[src/rtl/load_store_unit_if.sv]
// load_store_unit_if: request/response handshake plus data-memory bus for the
// load/store unit. The slave modport is the unit's view; the master modport is
// the view of whatever sits around it (pipeline + memory).
//
// Handshake: a request transfers on a rising clock edge where req_valid and
// req_ready are both high. req_* fields must be stable from the preceding
// falling edge. rsp_valid is a one-cycle pulse and rsp_rdata/rsp_err are only
// meaningful while it is high. The requester does not stall the response.
interface load_store_unit_if;
  logic        req_valid;
  logic        req_ready;
  logic        req_write;
  logic        req_word;
  logic        req_signed;
  logic [15:0] req_addr;
  logic [15:0] req_wdata;

  logic        rsp_valid;
  logic [15:0] rsp_rdata;
  logic        rsp_err;
  logic        stall;

  logic [15:0] mem_addr;
  logic [15:0] mem_wdata;
  logic        mem_read;
  logic        mem_write;
  logic        mem_bh;
  logic [15:0] mem_rdata;

  // Current FSM state, exposed for checkers and waveform debug.
  logic [2:0]  dbg_state;

  modport slave (
    input  req_valid, req_write, req_word, req_signed, req_addr, req_wdata,
    input  mem_rdata,
    output req_ready, rsp_valid, rsp_rdata, rsp_err, stall,
    output mem_addr, mem_wdata, mem_read, mem_write, mem_bh,
    output dbg_state
  );

  modport master (
    output req_valid, req_write, req_word, req_signed, req_addr, req_wdata,
    output mem_rdata,
    input  req_ready, rsp_valid, rsp_rdata, rsp_err, stall,
    input  mem_addr, mem_wdata, mem_read, mem_write, mem_bh,
    input  dbg_state
  );
endinterface

[src/rtl/load_store_unit.sv]
// load_store_unit: one-at-a-time load/store engine between the MEM-stage
// register and a byte-addressable data memory. Byte loads are sign/zero
// extended to 16 bits. Out-of-range requests are answered with rsp_err.
//
// Build option: define LSU_MISALIGN_SPLIT_EN to perform odd-address word
// accesses as two byte accesses (SPLIT_LO then SPLIT_HI). Without it such
// accesses are rejected with rsp_err and never touch the memory.
module load_store_unit #(
  parameter int ADDR_LIMIT = 64
) (
  input logic              clk,
  input logic              reset,
  load_store_unit_if.slave bus
);

`ifdef LSU_MISALIGN_SPLIT_EN
  typedef enum logic [2:0] {
    S_IDLE     = 3'd0,
    S_ACCESS   = 3'd1,
    S_SPLIT_LO = 3'd2,
    S_SPLIT_HI = 3'd3,
    S_ERR      = 3'd4
  } state_e;
`else
  typedef enum logic [2:0] {
    S_IDLE   = 3'd0,
    S_ACCESS = 3'd1,
    S_ERR    = 3'd4
  } state_e;
`endif

  // Highest legal start address for a byte and for a word access. Widened by
  // one bit so the comparison stays unsigned and cannot wrap.
  localparam logic [16:0] BYTE_MAX = 17'(ADDR_LIMIT - 1);
  localparam logic [16:0] WORD_MAX = 17'(ADDR_LIMIT - 2);

  state_e      state_q, state_d;
  logic        write_q, write_d;
  logic        word_q, word_d;
  logic        signed_q, signed_d;
  logic [15:0] addr_q, addr_d;
  logic [15:0] wdata_q, wdata_d;
  logic        rsp_valid_q, rsp_valid_d;
  logic [15:0] rsp_rdata_q, rsp_rdata_d;
  logic        rsp_err_q, rsp_err_d;
`ifdef LSU_MISALIGN_SPLIT_EN
  logic [7:0]  lo_q, lo_d;
`endif

  logic        out_of_range;
  logic [15:0] mem_addr_c;
  logic [15:0] mem_wdata_c;
  logic        mem_read_c;
  logic        mem_write_c;
  logic        mem_bh_c;

  function automatic logic [15:0] byte_ext(input logic [7:0] b, input logic sgn);
    return {{8{sgn & b[7]}}, b};
  endfunction

  // Range check of the incoming request, done before any address arithmetic.
  always_comb begin
    out_of_range = 1'b0;
    if (bus.req_word) out_of_range = ({1'b0, bus.req_addr} > WORD_MAX);
    else              out_of_range = ({1'b0, bus.req_addr} > BYTE_MAX);
  end

  // Next-state, request latching, memory strobes and response generation.
  always_comb begin
    state_d     = state_q;
    write_d     = write_q;
    word_d      = word_q;
    signed_d    = signed_q;
    addr_d      = addr_q;
    wdata_d     = wdata_q;
    rsp_valid_d = 1'b0;
    rsp_rdata_d = 16'h0000;
    rsp_err_d   = 1'b0;
`ifdef LSU_MISALIGN_SPLIT_EN
    lo_d        = lo_q;
`endif
    mem_addr_c  = 16'h0000;
    mem_wdata_c = 16'h0000;
    mem_read_c  = 1'b0;
    mem_write_c = 1'b0;
    mem_bh_c    = 1'b0;

    case (state_q)
      S_IDLE: begin
        if (bus.req_valid) begin
          write_d  = bus.req_write;
          word_d   = bus.req_word;
          signed_d = bus.req_signed;
          addr_d   = bus.req_addr;
          wdata_d  = bus.req_wdata;
          if (out_of_range) begin
            state_d = S_ERR;
          end else if (bus.req_word && bus.req_addr[0]) begin
`ifdef LSU_MISALIGN_SPLIT_EN
            state_d = S_SPLIT_LO;
`else
            state_d = S_ERR;
`endif
          end else begin
            state_d = S_ACCESS;
          end
        end
      end

      S_ACCESS: begin
        mem_addr_c  = addr_q;
        mem_wdata_c = wdata_q;
        mem_bh_c    = word_q;
        mem_read_c  = ~write_q;
        mem_write_c = write_q;
        state_d     = S_IDLE;
        rsp_valid_d = 1'b1;
        if (!write_q) begin
          if (word_q) rsp_rdata_d = bus.mem_rdata;
          else        rsp_rdata_d = byte_ext(bus.mem_rdata[7:0], signed_q);
        end
      end

`ifdef LSU_MISALIGN_SPLIT_EN
      S_SPLIT_LO: begin
        mem_addr_c  = addr_q;
        mem_wdata_c = {8'h00, wdata_q[7:0]};
        mem_read_c  = ~write_q;
        mem_write_c = write_q;
        lo_d        = bus.mem_rdata[7:0];
        state_d     = S_SPLIT_HI;
      end

      S_SPLIT_HI: begin
        // addr_q passed the word range check, so addr_q+1 cannot wrap.
        mem_addr_c  = addr_q + 16'd1;
        mem_wdata_c = {8'h00, wdata_q[15:8]};
        mem_read_c  = ~write_q;
        mem_write_c = write_q;
        state_d     = S_IDLE;
        rsp_valid_d = 1'b1;
        if (!write_q) rsp_rdata_d = {bus.mem_rdata[7:0], lo_q};
      end
`endif

      S_ERR: begin
        state_d     = S_IDLE;
        rsp_valid_d = 1'b1;
        rsp_err_d   = 1'b1;
      end

      default: begin
        state_d = S_IDLE;
      end
    endcase
  end

  // State and datapath registers; reset abandons any access in flight.
  always_ff @(posedge clk or posedge reset) begin
    if (reset) begin
      state_q     <= S_IDLE;
      write_q     <= 1'b0;
      word_q      <= 1'b0;
      signed_q    <= 1'b0;
      addr_q      <= 16'h0000;
      wdata_q     <= 16'h0000;
      rsp_valid_q <= 1'b0;
      rsp_rdata_q <= 16'h0000;
      rsp_err_q   <= 1'b0;
`ifdef LSU_MISALIGN_SPLIT_EN
      lo_q        <= 8'h00;
`endif
    end else begin
      state_q     <= state_d;
      write_q     <= write_d;
      word_q      <= word_d;
      signed_q    <= signed_d;
      addr_q      <= addr_d;
      wdata_q     <= wdata_d;
      rsp_valid_q <= rsp_valid_d;
      rsp_rdata_q <= rsp_rdata_d;
      rsp_err_q   <= rsp_err_d;
`ifdef LSU_MISALIGN_SPLIT_EN
      lo_q        <= lo_d;
`endif
    end
  end

  assign bus.req_ready = (state_q == S_IDLE);
  assign bus.stall     = bus.req_valid & ~bus.req_ready;
  assign bus.rsp_valid = rsp_valid_q;
  assign bus.rsp_rdata = rsp_rdata_q;
  assign bus.rsp_err   = rsp_err_q;
  assign bus.mem_addr  = mem_addr_c;
  assign bus.mem_wdata = mem_wdata_c;
  assign bus.mem_read  = mem_read_c;
  assign bus.mem_write = mem_write_c;
  assign bus.mem_bh    = mem_bh_c;
  assign bus.dbg_state = state_q;

endmodule

[src/flat_wrapper.sv]
// flat-port wrapper written by rule: the top's interface ports become plain ports
module load_store_unit_flat 
#(
  parameter int ADDR_LIMIT = 64
)
  (clk, reset, bus_req_valid, bus_req_write, bus_req_word, bus_req_signed, bus_req_addr, bus_req_wdata, bus_mem_rdata, bus_req_ready, bus_rsp_valid, bus_rsp_rdata, bus_rsp_err, bus_stall, bus_mem_addr, bus_mem_wdata, bus_mem_read, bus_mem_write, bus_mem_bh, bus_dbg_state);
  load_store_unit_if bus_i ();
  input logic clk;
  input logic reset;
  input wire logic [$bits(bus_i.req_valid)-1:0] bus_req_valid;
  input wire logic [$bits(bus_i.req_write)-1:0] bus_req_write;
  input wire logic [$bits(bus_i.req_word)-1:0] bus_req_word;
  input wire logic [$bits(bus_i.req_signed)-1:0] bus_req_signed;
  input wire logic [$bits(bus_i.req_addr)-1:0] bus_req_addr;
  input wire logic [$bits(bus_i.req_wdata)-1:0] bus_req_wdata;
  input wire logic [$bits(bus_i.mem_rdata)-1:0] bus_mem_rdata;
  output wire logic [$bits(bus_i.req_ready)-1:0] bus_req_ready;
  output wire logic [$bits(bus_i.rsp_valid)-1:0] bus_rsp_valid;
  output wire logic [$bits(bus_i.rsp_rdata)-1:0] bus_rsp_rdata;
  output wire logic [$bits(bus_i.rsp_err)-1:0] bus_rsp_err;
  output wire logic [$bits(bus_i.stall)-1:0] bus_stall;
  output wire logic [$bits(bus_i.mem_addr)-1:0] bus_mem_addr;
  output wire logic [$bits(bus_i.mem_wdata)-1:0] bus_mem_wdata;
  output wire logic [$bits(bus_i.mem_read)-1:0] bus_mem_read;
  output wire logic [$bits(bus_i.mem_write)-1:0] bus_mem_write;
  output wire logic [$bits(bus_i.mem_bh)-1:0] bus_mem_bh;
  output wire logic [$bits(bus_i.dbg_state)-1:0] bus_dbg_state;
  assign bus_i.req_valid = bus_req_valid;
  assign bus_i.req_write = bus_req_write;
  assign bus_i.req_word = bus_req_word;
  assign bus_i.req_signed = bus_req_signed;
  assign bus_i.req_addr = bus_req_addr;
  assign bus_i.req_wdata = bus_req_wdata;
  assign bus_i.mem_rdata = bus_mem_rdata;
  assign bus_req_ready = bus_i.req_ready;
  assign bus_rsp_valid = bus_i.rsp_valid;
  assign bus_rsp_rdata = bus_i.rsp_rdata;
  assign bus_rsp_err = bus_i.rsp_err;
  assign bus_stall = bus_i.stall;
  assign bus_mem_addr = bus_i.mem_addr;
  assign bus_mem_wdata = bus_i.mem_wdata;
  assign bus_mem_read = bus_i.mem_read;
  assign bus_mem_write = bus_i.mem_write;
  assign bus_mem_bh = bus_i.mem_bh;
  assign bus_dbg_state = bus_i.dbg_state;
  load_store_unit #(.ADDR_LIMIT(ADDR_LIMIT)) u_core (.clk(clk), .reset(reset), .bus(bus_i));
endmodule
[config.mk]
export PLATFORM = sky130hd
export DESIGN_NAME = load_store_unit_flat
export DESIGN_NICKNAME = d
export VERILOG_FILES = /design/src/rtl/load_store_unit_if.sv /design/src/rtl/load_store_unit.sv /design/src/flat_wrapper.sv
export SDC_FILE = /design/constraint.sdc
export NUM_CORES = 1
export LEC_CHECK = 0
export BUFFER_PORTS_ARGS = -buffer_cell sky130_fd_sc_hd__buf_2
export CAP_MARGIN = 5
export CORE_MARGIN = 8
export CORE_UTILIZATION = 35
export CTS_CLUSTER_DIAMETER = 30
export CTS_CLUSTER_SIZE = 10
export DETAILED_ROUTE_END_ITERATION = 10
export HOLD_SLACK_MARGIN = 0.05
export PLACE_DENSITY = 0.67
export SLEW_MARGIN = 20
export SYNTH_ARGS = -nofsm -noshare
export SYNTH_HDL_FRONTEND = slang
export SYNTH_SLANG_ARGS = --single-unit
export TNS_END_PERCENT = 100
[constraint.sdc]
create_clock -name clk -period 2.2 [get_ports clk]
set_input_delay 0.44 -clock clk [delete_from_list [all_inputs] [get_ports clk]]
set_output_delay 0.44 -clock clk [all_outputs]
set_load 0.02 [all_outputs]
==> out/qor.yml <==
status: "completed"
clkLatencyLatePin_ns: 0.30
path_max_fanout: 24
fin_crit_ns: 1.94
syn_area_per_cell_um2: 13.7
p_per_area_nw_per_um2: 986
row_count: 30
worstPathCellList: "inv_1 -> ha_4 -> buf_12 -> and2_1 -> buf_2"
synth.mux.area_fraction_pct: 20.9
clkTransAtPathRegs_ns: 0.10
post_drt_wl_per_cell_um: 15.5
drtAntennaViolNets: 0
synth_compound_area_share_pct: 2.69
critPathLaunchType: "flip-flop"
cts_resized: 1
yosys.area.top_type: "dfrtp_1"
synth-simple-area-share_pct: 13.5
timing.rr.end: "u_core.addr_q[11]$_DFFE_PP0P_"
cts_tree: "done"
synth_most_common_cell: "dfrtp_1"
cts-root-buf: "clkbuf_8"
ys_ff_latch: 55
finalNetCount: 345
synth_fa_ha_area_share_pct: 1.55
cp_data_arrival_time_ns: 1.50
path_class: "flip-flop to primary output"
synth_nets: 234
final_util_pct: 47.4
synth_cell_types: 22
r2r_slack_ns: 0.37
io_pins: 112
vdd_drop_max_mv: 0.294
ys_seq_area_share_pct: 56.8
fmax_ghz: 0.515
flow.area_growth_from_synthesis_pct: 32.1
synthFlopType: "dfrtp_1"
grt_pass1_wl_mm: 9.45
layout-drive-gt1-share_pct: 55.4
track_usage_pct: 12.0
setup_viol: 0
worst-path-buf-inv: 3
maxCapViolCount: 0
coreArea_um2: 6760
fp.dieH_um: 99.2
grt_pass1_vias: 1905
cp.required_ns: 1.76
clockBufferDepth: 2
die_area_um2: 9840
cts_num_sinks: 55
synth.top_cells.by_area: "dfrtp_1 57%, mux2_4 19%, and2_1 11%"
hpwl_mm: 4.45
start_util_pct: 35.9
post_cts_buffers: 0
cts_buffers: 5
drt-initial-drc-count: 31
port_buffers: 110
syn_inst: 177
r2r_cells: 5
route.detailed.drc: 0
worstSetupEndpointType: "primary output"
viasPerCell: 4.41
synthTopCellsByCount: "55 x dfrtp_1, 42 x and2_1, 30 x mux2_4"
maxSlewViolCount: 0
fin_crit_sh_pct: 88.3
synth_top_area_share_pct: 56.8
hold_viol_final: 0
drt-pass1-iter-count: 4
globalplace.congestion: 0.711
antenna_cells: 0
via_count: 1627
grt_start_max_net_pins: 34
p_leak_uw: 0.00183
syn_area_um2: 2420
die_x_um: 99.2
async_flop_share_pct: 100
rsz0062_at_grt: "no"
cp_top_family: "buffers and inverters"
skew_ns: 0.00823
htree_levels: 2
yosys.area_share.xor_xnor_pct: 0
grt_overflow_total: 0
antenna_found_initial: 0
cp_slowest_stage_delay_ns: 0.42
ctsHoldBuffers: 0
wl_mm: 5.73
synth_warnings: 0
worstHoldPathType: "input port to async pin"
slowest_stage: "dfrtp_1"
setup_tns_ns: 0
synth_edf_count: 0
timing.rr.start: "u_core.bus.dbg_state[0]$_DFFE_PP0P_"
synth_top_family_by_area: "multiplexers"
## worst register-to-register path, stage by stage, from the launching register on
cell     delay, ns
dfrtp_1       0.45
inv_1         0.09
ha_1          0.29
nand2_4       0.32
buf_12        0.24
mux2_4        0.32
## power breakdown
group          internal, uW  switching (uW)  leakage (uW)
combinational           576             335       0.00109
clock                   369             314     0.0000612
sequential             1360             201      0.000682
## registers in the layout, indices dropped and copies added, names as in the netlist
register / count
u_core.bus.dbg_state: 2
u_core.write_q: 1
u_core.word_q: 1
u_core.bus.rsp_err: 1
u_core.addr_q: 16
u_core.wdata_q: 16
u_core.bus.rsp_rdata: 16
u_core.signed_q: 1
u_core.bus.rsp_valid: 1
## through the flow
stage / hold WS, ns / std cells / cell area (um^2) / total power [uW] / setup WS (ns)
after floorplan: 0.471 / 177 / 2420 / 2260 / 0.417
after CTS: 0.152 / 369 / 3190 / 3210 / 0.0821
after detailed placement: 0.486 / 361 / 3070 / 2500 / 0.312
after global placement: 0.480 / 361 / 3070 / 2470 / 0.355
final: 0.148 / 369 / 3200 / 3160 / 0.257
after global routing: 0.183 / 369 / 3200 / 3360 / 0.0882
## layout make-up
cell class / count / area [um^2]
timing repair buffer: 113 / 611
inverter: 11 / 41.3
fill: 659 / 3560
sequential: 55 / 1380
tap: 80 / 100
multi-input combinational: 102 / 955
clock buffer: 6 / 82.6
clock inverter: 2 / 35.0
## cell usage in the layout (no fill, tap or decap), types with 3 or more instances in the layout
| cell | n |
|---|---|
| clkbuf_8 | 6 |
| inv_1 | 10 |
| and2_1 | 42 |
| mux2_4 | 30 |
| mux2_2 | 5 |
| buf_2 | 110 |
| buf_12 | 3 |
| dfrtp_1 | 55 |
| a21oi_1 | 8 |
## kinds of logic after synthesis
kind of cell    count (synthesis)
other cells                     1
compound gates                 11
simple gates                   52
fa+ha+maj                       3
buf+inv                        20
mux                            35
flops                          55
## worst max path at each step
stage                                        startpoint                            to  slack (ns)  depth (start not counted)
detailed placement  u_core.bus.dbg_state[2]$_DFFE_PP0P_                  bus_mem_read        0.31                          4
finish              u_core.bus.dbg_state[2]$_DFFE_PP0P_              bus_mem_addr[15]        0.26                          5
CTS                 u_core.bus.dbg_state[2]$_DFFE_PP0P_                  bus_mem_read        0.08                          4
global route        u_core.bus.dbg_state[2]$_DFFE_PP0P_              bus_mem_addr[15]        0.09                          5
global placement    u_core.bus.dbg_state[2]$_DFFE_PP0P_                  bus_mem_read        0.35                          4
floorplan                                         reset  u_core.addr_q[0]$_DFFE_PP0P_        0.42                          1
## per-layer routing
layer / global-route usage (%) / part of all wire [%] / vias to the layer above / wire length (um)
li1: - / - / 788 / -
met1: 13.6 / 40 / 771 / 2320
met2: 19.3 / 47 / 63 / 2700
met3: 6.56 / 12 / 5 / 666
met4: 2.79 / 0.72 / 0 / 41
met5: 0 / 0 / - / 0
Power figures use the tool's default switching activity.
